## src/rtl/fmul_seq_param_pkg.sv

```systemverilog
// fmul_seq_param_pkg: shared state encoding, default widths and float helpers
package fmul_seq_param_pkg;
  localparam int DEF_EXP_W = 5;
  localparam int DEF_MAN_W = 10;
  localparam logic [1:0] S_IDLE = 2'd0;
  localparam logic [1:0] S_MUL  = 2'd1;
  localparam logic [1:0] S_NORM = 2'd2;
  localparam logic [1:0] S_DONE = 2'd3;
  function automatic int bias(int ew);
    return (1 << (ew - 1)) - 1;
  endfunction
  // exponent/mantissa bits of the quiet canonical NaN, sign excluded
  function automatic logic [63:0] nan_bits(int ew, int mw);
    return (((64'd1 << ew) - 64'd1) << mw) | (64'd1 << (mw - 1));
  endfunction
endpackage

```

## src/rtl/fmul_seq_param_if.sv

```systemverilog
// fmul_seq_param_if: operand/result handshake bundle of the sequential multiplier
interface fmul_seq_param_if #(
  parameter int EXP_W = fmul_seq_param_pkg::DEF_EXP_W,
  parameter int MAN_W = fmul_seq_param_pkg::DEF_MAN_W
);
  logic in_Valid, out_Ready;
  logic in_Sign_1, in_Sign_2;
  logic [EXP_W-1:0] in_Exponent_1, in_Exponent_2;
  logic [MAN_W-1:0] in_Mantissa_1, in_Mantissa_2;
  logic out_Valid, in_Ready;
  logic out_Sign;
  logic [EXP_W-1:0] out_Exponent;
  logic [MAN_W-1:0] out_Mantissa;
  logic SC_Exponent_Overflow, SC_Exponent_Underflow, SC_Invalid;
  modport slave (
    input in_Valid, in_Sign_1, in_Sign_2, in_Exponent_1, in_Exponent_2,
          in_Mantissa_1, in_Mantissa_2, in_Ready,
    output out_Ready, out_Valid, out_Sign, out_Exponent, out_Mantissa,
           SC_Exponent_Overflow, SC_Exponent_Underflow, SC_Invalid
  );
  modport master (
    output in_Valid, in_Sign_1, in_Sign_2, in_Exponent_1, in_Exponent_2,
           in_Mantissa_1, in_Mantissa_2, in_Ready,
    input out_Ready, out_Valid, out_Sign, out_Exponent, out_Mantissa,
          SC_Exponent_Overflow, SC_Exponent_Underflow, SC_Invalid
  );
endinterface

```

## src/rtl/fmul_seq_param_mant_mul_iter.sv

```systemverilog
// mant_mul_iter: radix-2 shift-add multiplier, one multiplier bit per cycle
module mant_mul_iter #(
  parameter int W = 11
) (
  input  logic           clk,
  input  logic           rst,
  input  logic           start,
  input  logic [W-1:0]   a,
  input  logic [W-1:0]   b,
  output logic           busy,
  output logic [2*W-1:0] product
);
  localparam int CW = $clog2(W + 1);
  logic [W-1:0] mc;
  logic [CW-1:0] cnt;
  logic [W:0] sum;
  assign busy = cnt != '0;
  // low half holds the unconsumed multiplier bits, high half the partial sum
  assign sum = {1'b0, product[2*W-1:W]} + {1'b0, (product[0] ? mc : W'(0))};
  always_ff @(posedge clk)
    if (rst) begin
      mc <= '0;
      cnt <= '0;
      product <= '0;
    end else if (start) begin
      mc <= a;
      cnt <= CW'(W);
      product <= {{W{1'b0}}, b};
    end else if (busy) begin
      cnt <= cnt - CW'(1);
      product <= {sum, product[W-1:1]};
    end
endmodule

```

## src/rtl/fmul_seq_param.sv

```systemverilog
// fmul_seq_param: sequential floating-point multiplier with RNE rounding and flush-to-zero
module fmul_seq_param #(
  parameter int EXP_W = fmul_seq_param_pkg::DEF_EXP_W,
  parameter int MAN_W = fmul_seq_param_pkg::DEF_MAN_W
) (
  input logic in_Clock,
  input logic in_Reset,
  fmul_seq_param_if.slave bus
);
  import fmul_seq_param_pkg::*;
  localparam int EW2 = EXP_W + 2;
  localparam int PW = 2 * MAN_W + 2;
  localparam int CW = $clog2(MAN_W + 2);
  localparam int BIAS = bias(EXP_W);
  localparam int MAX_E = (1 << EXP_W) - 1;
  localparam logic [EXP_W+MAN_W-1:0] NAN = (EXP_W + MAN_W)'(nan_bits(EXP_W, MAN_W));
  localparam logic [EXP_W-1:0] E_ONES = '1;
  logic [1:0] state;
  logic [CW-1:0] cnt;
  logic s1, s2;
  logic [EXP_W-1:0] e1, e2;
  logic [MAN_W-1:0] m1, m2;
  logic start, mul_busy;
  logic [PW-1:0] prod;
  logic msb, guard, sticky, rnd, carry, sgn;
  logic [MAN_W-1:0] mant_n, mant_r;
  logic signed [EW2-1:0] exp_f;
  logic zero1, zero2, inf1, inf2, nan1, nan2, invalid, inf_any, zero_any, finite, ovf, unf;
  logic [EXP_W+MAN_W:0] res;
  assign start = state == S_IDLE && bus.in_Valid;
  assign bus.out_Ready = state == S_IDLE;
  assign bus.out_Valid = state == S_DONE;
  mant_mul_iter #(.W(MAN_W + 1)) u_mul (
    .clk(in_Clock),
    .rst(in_Reset),
    .start(start),
    .a({1'b1, bus.in_Mantissa_1}),
    .b({1'b1, bus.in_Mantissa_2}),
    .busy(mul_busy),
    .product(prod)
  );
  assign zero1 = e1 == '0;
  assign zero2 = e2 == '0;
  assign inf1 = e1 == E_ONES && m1 == '0;
  assign inf2 = e2 == E_ONES && m2 == '0;
  assign nan1 = e1 == E_ONES && m1 != '0;
  assign nan2 = e2 == E_ONES && m2 != '0;
  assign invalid = nan1 || nan2 || (inf1 && zero2) || (zero1 && inf2);
  assign inf_any = inf1 || inf2;
  assign zero_any = zero1 || zero2;
  assign finite = !invalid && !inf_any && !zero_any;
  assign sgn = s1 ^ s2;
  always_comb begin
    msb = prod[PW-1];
    mant_n = msb ? prod[PW-2:MAN_W+1] : prod[PW-3:MAN_W];
    guard = msb ? prod[MAN_W] : prod[MAN_W-1];
    sticky = msb ? |prod[MAN_W-1:0] : |prod[MAN_W-2:0];
    rnd = guard && (sticky || mant_n[0]);
    {carry, mant_r} = {1'b0, mant_n} + (MAN_W + 1)'(rnd);
    exp_f = EW2'(e1) + EW2'(e2) - EW2'(BIAS) + EW2'(msb) + EW2'(carry);
    ovf = exp_f >= EW2'(MAX_E);
    unf = exp_f <= EW2'(0);
    res = invalid ? {1'b0, NAN} :
          inf_any ? {sgn, E_ONES, {MAN_W{1'b0}}} :
          zero_any ? {sgn, {(EXP_W + MAN_W){1'b0}}} :
          ovf ? {sgn, E_ONES, {MAN_W{1'b0}}} :
          unf ? {sgn, {(EXP_W + MAN_W){1'b0}}} :
          {sgn, exp_f[EXP_W-1:0], mant_r};
  end
  always_ff @(posedge in_Clock)
    if (in_Reset) begin
      state <= S_IDLE;
      cnt <= '0;
      {s1, s2, e1, e2, m1, m2} <= '0;
      {bus.out_Sign, bus.out_Exponent, bus.out_Mantissa} <= '0;
      {bus.SC_Exponent_Overflow, bus.SC_Exponent_Underflow, bus.SC_Invalid} <= '0;
    end else if (start) begin
      {s1, e1, m1} <= {bus.in_Sign_1, bus.in_Exponent_1, bus.in_Mantissa_1};
      {s2, e2, m2} <= {bus.in_Sign_2, bus.in_Exponent_2, bus.in_Mantissa_2};
      cnt <= CW'(MAN_W + 1);
      state <= S_MUL;
    end else if (state == S_MUL && mul_busy) begin
      cnt <= cnt - CW'(1);
      state <= cnt == CW'(1) ? S_NORM : S_MUL;
    end else if (state == S_NORM) begin
      {bus.out_Sign, bus.out_Exponent, bus.out_Mantissa} <= res;
      bus.SC_Invalid <= invalid;
      bus.SC_Exponent_Overflow <= finite && ovf;
      bus.SC_Exponent_Underflow <= finite && !ovf && unf;
      state <= S_DONE;
    end else if (state == S_DONE && bus.in_Ready) begin
      state <= S_IDLE;
    end
endmodule

```

## src/flat_wrapper.sv

```systemverilog
// flat-port wrapper written by rule: the top's interface ports become plain ports
module fmul_seq_param_flat import fmul_seq_param_pkg::*;
#(
  parameter int EXP_W = fmul_seq_param_pkg::DEF_EXP_W,
  parameter int MAN_W = fmul_seq_param_pkg::DEF_MAN_W
)
  (in_Clock, in_Reset, bus_in_Valid, bus_in_Sign_1, bus_in_Sign_2, bus_in_Exponent_1, bus_in_Exponent_2, bus_in_Mantissa_1, bus_in_Mantissa_2, bus_in_Ready, bus_out_Ready, bus_out_Valid, bus_out_Sign, bus_out_Exponent, bus_out_Mantissa, bus_SC_Exponent_Overflow, bus_SC_Exponent_Underflow, bus_SC_Invalid);
  fmul_seq_param_if #(.EXP_W(EXP_W), .MAN_W(MAN_W)) bus_i ();
  input logic in_Clock;
  input logic in_Reset;
  input wire logic [$bits(bus_i.in_Valid)-1:0] bus_in_Valid;
  input wire logic [$bits(bus_i.in_Sign_1)-1:0] bus_in_Sign_1;
  input wire logic [$bits(bus_i.in_Sign_2)-1:0] bus_in_Sign_2;
  input wire logic [$bits(bus_i.in_Exponent_1)-1:0] bus_in_Exponent_1;
  input wire logic [$bits(bus_i.in_Exponent_2)-1:0] bus_in_Exponent_2;
  input wire logic [$bits(bus_i.in_Mantissa_1)-1:0] bus_in_Mantissa_1;
  input wire logic [$bits(bus_i.in_Mantissa_2)-1:0] bus_in_Mantissa_2;
  input wire logic [$bits(bus_i.in_Ready)-1:0] bus_in_Ready;
  output wire logic [$bits(bus_i.out_Ready)-1:0] bus_out_Ready;
  output wire logic [$bits(bus_i.out_Valid)-1:0] bus_out_Valid;
  output wire logic [$bits(bus_i.out_Sign)-1:0] bus_out_Sign;
  output wire logic [$bits(bus_i.out_Exponent)-1:0] bus_out_Exponent;
  output wire logic [$bits(bus_i.out_Mantissa)-1:0] bus_out_Mantissa;
  output wire logic [$bits(bus_i.SC_Exponent_Overflow)-1:0] bus_SC_Exponent_Overflow;
  output wire logic [$bits(bus_i.SC_Exponent_Underflow)-1:0] bus_SC_Exponent_Underflow;
  output wire logic [$bits(bus_i.SC_Invalid)-1:0] bus_SC_Invalid;
  assign bus_i.in_Valid = bus_in_Valid;
  assign bus_i.in_Sign_1 = bus_in_Sign_1;
  assign bus_i.in_Sign_2 = bus_in_Sign_2;
  assign bus_i.in_Exponent_1 = bus_in_Exponent_1;
  assign bus_i.in_Exponent_2 = bus_in_Exponent_2;
  assign bus_i.in_Mantissa_1 = bus_in_Mantissa_1;
  assign bus_i.in_Mantissa_2 = bus_in_Mantissa_2;
  assign bus_i.in_Ready = bus_in_Ready;
  assign bus_out_Ready = bus_i.out_Ready;
  assign bus_out_Valid = bus_i.out_Valid;
  assign bus_out_Sign = bus_i.out_Sign;
  assign bus_out_Exponent = bus_i.out_Exponent;
  assign bus_out_Mantissa = bus_i.out_Mantissa;
  assign bus_SC_Exponent_Overflow = bus_i.SC_Exponent_Overflow;
  assign bus_SC_Exponent_Underflow = bus_i.SC_Exponent_Underflow;
  assign bus_SC_Invalid = bus_i.SC_Invalid;
  fmul_seq_param #(.EXP_W(EXP_W), .MAN_W(MAN_W)) u_core (.in_Clock(in_Clock), .in_Reset(in_Reset), .bus(bus_i));
endmodule
```

## config.mk

```make
export PLATFORM = sky130hd
export DESIGN_NAME = fmul_seq_param_flat
export DESIGN_NICKNAME = d
export VERILOG_FILES = /design/src/rtl/fmul_seq_param_pkg.sv /design/src/rtl/fmul_seq_param_if.sv /design/src/rtl/fmul_seq_param_mant_mul_iter.sv /design/src/rtl/fmul_seq_param.sv /design/src/flat_wrapper.sv
export SDC_FILE = /design/constraint.sdc
export NUM_CORES = 1
export LEC_CHECK = 0
export BUFFER_PORTS_ARGS = -buffer_cell sky130_fd_sc_hd__clkbuf_2
export CORE_ASPECT_RATIO = 0.75
export CORE_MARGIN = 2
export CORE_UTILIZATION = 59
export CTS_CLUSTER_SIZE = 24
export DETAILED_ROUTE_END_ITERATION = 8
export MAX_ROUTING_LAYER = met4
export PLACE_DENSITY_LB_ADDON = 0.1
export SYNTH_ARGS = -nofsm -noshare
export SYNTH_HDL_FRONTEND = slang
export SYNTH_HIERARCHICAL = 1
export SYNTH_SLANG_ARGS = --single-unit
```

## constraint.sdc

```tcl
create_clock -name in_Clock -period 5.37 [get_ports in_Clock]
set_input_delay 0.2685 -clock in_Clock [delete_from_list [all_inputs] [get_ports in_Clock]]
set_output_delay 0.2685 -clock in_Clock [all_outputs]
set_load 0.005 [all_outputs]
```

==> flow_metrics.env <==
export IMPL_max_stage_delay_ps=770
export IMPL_drv_slew=0
export IMPL_grt_util_all_layers_pct=27.6
export IMPL_fin_setup_tns_ps=0
export IMPL_power_internal_mw=1.24
export IMPL_via_per_inst=5.90
export IMPL_cp_max_fo=19
export IMPL_dr_first_iter_drc_count=346
export IMPL_synth_ff_type="dfxtp_1"
export IMPL_grt_max_degree=77
export IMPL_comb_power_share_pct=18.0
export IMPL_synth_adder_area_share_pct=6.87
export IMPL_cts_made_buffers=9
export IMPL_reg2reg_from="u_core/u_mul/product[21]$_SDFFE_PP0P_"
export IMPL_tritoncts="yes"
export IMPL_netSwitchingFraction_pct=30.3
export IMPL_hold_class="input port to flip-flop"
export IMPL_async_flop_share_pct=0
export IMPL_worst_setup_path_type="flip-flop to flip-flop"
export IMPL_io_buffers=56
export IMPL_crit_path_top_delay_cell="dfxtp_1"
export IMPL_routed_wirelength_mm=12.0
export IMPL_grt_pass1_vias=4284
export IMPL_avgSynthCellArea_um2=8.13
export IMPL_worst_slack_ps=867
export IMPL_seq_area_um2=1880
export IMPL_dieWidth_um=111
export IMPL_h_tree_depth=3
export IMPL_clock_path_buffers=2
export IMPL_end_kind="flip-flop"
export IMPL_fin_skew_ps=7.28
export IMPL_dp_final_hpwl_mm=8.71
export IMPL_antenna_found_initial=0
export IMPL_layout_nets=723
export IMPL_rsz0062_at_grt="no"
export IMPL_num_fill_cells=715
export IMPL_slew_headroom_pct=47.3
export IMPL_outcome="finished, final reports clean"
export IMPL_powerDensity_nw_per_um2=314
export IMPL_placed_cell_area_um2=5350
export IMPL_cp_start_kind="flip-flop"
export IMPL_cap_violations=0
export IMPL_fin_crit_sh_pct=83.9
export IMPL_drc_errors=0
export IMPL_p_seq_share_pct=44.5
export IMPL_synth_xor_area_share_pct=3.98
export IMPL_cp_arrival_ps=4740
export IMPL_core_um2=8380
export IMPL_cts_resized=0
export IMPL_synth_edf_count=0
export IMPL_clkSinkCount=94
export IMPL_max_slew_worst_pin_slew_ps=789
export IMPL_synth_cell_types=65
export IMPL_wl_per_cell_um=15.6
export IMPL_num_vias=4565
export IMPL_min_from="bus_in_Exponent_2[3]"
export IMPL_drt_first_pass_iters=5
export IMPL_cts_root_buf="clkbuf_16"
export IMPL_post_cts_setup_buffers=0
export IMPL_initial_utilization_pct=60.4
export IMPL_num_io_pins=57
export IMPL_synthSimpleGateAreaFrac_pct=23.5
export IMPL_crit_path_start="u_core/u_mul/product[21]$_SDFFE_PP0P_"
export IMPL_synth_top_family_by_area="simple AND/OR/NAND/NOR gates"
export IMPL_p_sw_uw=539
export IMPL_yosysSeqAreaShare_pct=37.2
export IMPL_ant_nets=0
export IMPL_post_place_ws_ps=902
export IMPL_cp_required_ps=5610
export IMPL_grt_pass1_wl_mm=20.5
export IMPL_yosys_warnings=6
export IMPL_cts_hold_buffers=0
export IMPL_synth_compound_area_share_pct=19.4
export IMPL_fin_area_um2=5660
export IMPL_die_h_um=84.2
export IMPL_globalRoute_totalOverflow=0
export IMPL_p_leak_nw=2.37
export IMPL_max_freq_mhz=222
export IMPL_synth_seq_cells=94
export IMPL_synthCells=623
export IMPL_area_growth_pct=11.9
export IMPL_hold_violations=0
export IMPL_dieArea_um2=9350
export IMPL_setup_viol=0
export IMPL_drive_above_1_share_pct=13.8
export IMPL_synthMuxAreaShare_pct=4.79
export IMPL_min_period_ps=4500
export IMPL_diodes=0
export IMPL_routabilityCongestion=0.921
export IMPL_irDropWorstVdd_mv=0.258
export IMPL_insertion_delay_ps=350
export IMPL_synth_area_um2=5060
export IMPL_rows=29
export IMPL_clkPwrFrac_pct=37.5
export IMPL_multi_input_area_um2=2970
export IMPL_cts_clk_slew_worst_paths_ps=70
export IMPL_path_cells="nand2_1 > a21boi_0 > ha_1 > nand2_1 > nor3_1 > nand3_1 > fa_1 > inv_1 > fa_1 > nor3b_1 > or4b_1 > o311a_1 > a32o_1"
power by group through the flow:
stage	registers (mW)	logic, mW	clock network, mW
2_1_floorplan	0.787	0.256	0
3_3_place_gp	0.802	0.306	0
3_5_place_dp	0.805	0.316	0
4_1_cts	0.790	0.318	0.682
5_1_grt	0.798	0.359	0.708
6_report	0.791	0.321	0.667
flip-flops by register name, indices dropped and copies added (netlist names):
signal / flops
u_core/e2: 5
u_core/bus.out_Sign: 1
u_core/s2: 1
u_core/bus.out_Mantissa: 10
u_core/bus.SC_Exponent_Overflow: 1
u_core/state: 2
u_core/bus.out_Exponent: 5
u_core/e1: 5
u_core/u_mul/mc: 11
u_core/bus.SC_Invalid: 1
u_core/m2: 10
u_core/bus.SC_Exponent_Underflow: 1
u_core/u_mul/cnt: 4
u_core/m1: 10
u_core/cnt: 4
u_core/s1: 1
u_core/u_mul/product: 22
logic make-up (layout without fill, tap and decap cells):
logic type / Yosys count / after routing
other: 1 / 2
XOR/XNOR: 23 / 23
flip-flops: 94 / 94
adder cells (fa/ha/maj): 26 / 26
AND/OR/NAND/NOR: 253 / 253
multiplexers: 24 / 24
buffers and inverters: 48 / 90
AO/OA/AOI/OAI: 154 / 154
cell usage in the layout (no fill, tap or decap), drive strengths merged, types with 6 or more instances in the layout:
master,instances
nand2,111
ha,23
dfxtp,94
nand3,25
a21oi,77
and3,9
o21ai,17
a21o,6
clkbuf,65
inv,18
nor4,7
a211oi,10
nor2,50
mux2i,22
xor2,10
and2,13
a32o,9
nor3,9
xnor2,13
nor2b,8
metal layers:
metal | global-route usage (%) | up-vias | share of wire (%)
li1 | - | 2265 | -
met1 | 38.1 | 2133 | 49
met2 | 41.0 | 146 | 43
met3 | 6.35 | 21 | 6.4
met4 | 7.05 | 0 | 1.6
met5 | - | - | 0
metrics by stage:
stage | hold slack (ps) | util, % | power, mW | cells
after floorplan | 404 | - | 1.04 | 624
after global placement | 437 | 63.9 | 1.11 | 758
after detailed placement | 450 | 63.9 | 1.12 | 758
after CTS | 125 | 67.6 | 1.79 | 774
after global routing | 134 | 67.6 | 1.86 | 774
final | 137 | 67.6 | 1.78 | 774
cells in the mapped netlist, types with 6 or more instances:
cell type / number / area, µm²
a32o_1: 9 / 90.1
o21ai_0: 17 / 85.1
clkbuf_1: 20 / 75.1
a21oi_1: 76 / 380
a211oi_1: 10 / 75.1
inv_1: 11 / 41.3
nor2b_1: 8 / 50.1
nor2_1: 49 / 184
nor4_1: 6 / 37.5
a21o_1: 6 / 45.0
nor3_1: 9 / 45.0
nand2_1: 111 / 417
ha_1: 23 / 288
dfxtp_1: 94 / 1880
xnor2_1: 13 / 114
mux2i_1: 22 / 220
buf_2: 7 / 35.0
nand3_1: 25 / 125
and2_1: 13 / 81.3
xor2_1: 10 / 87.6
and3_1: 9 / 56.3
worst paths after layout:
| check | depth (start not counted) | slack (ps) | to |
|---|---|---|---|
| setup reg to reg | 13 | 870 | u_core/bus.out_Mantissa[1]$_SDFFE_PP0P_ |
| hold / removal | 3 | 140 | u_core/e2[3]$_SDFFE_PP0P_ |
| setup / recovery | 13 | 870 | u_core/bus.out_Mantissa[1]$_SDFFE_PP0P_ |
| hold reg to reg | 2 | 460 | u_core/m1[0]$_SDFFE_PP0P_ |
critical path, delay by kind of cell (launching register included):
family | cells | cell delay, ps
buffers and inverters | 1 | 90
AO/OA/AOI/OAI | 3 | 770
flip-flops | 1 | 770
adder cells (fa/ha/maj) | 3 | 1120
AND/OR/NAND/NOR | 6 | 1620
final cells by class:
cell class | count | area share (%)
Tap cell | 108 | 2.39
Sequential cell | 94 | 33.2
Clock buffer | 9 | 3.98
Multi-Input combinational cell | 482 | 52.5
Timing Repair Buffer | 60 | 5.48
Clock inverter | 7 | 1.52
Inverter | 14 | 0.928
(Power assumes the default switching activity.)
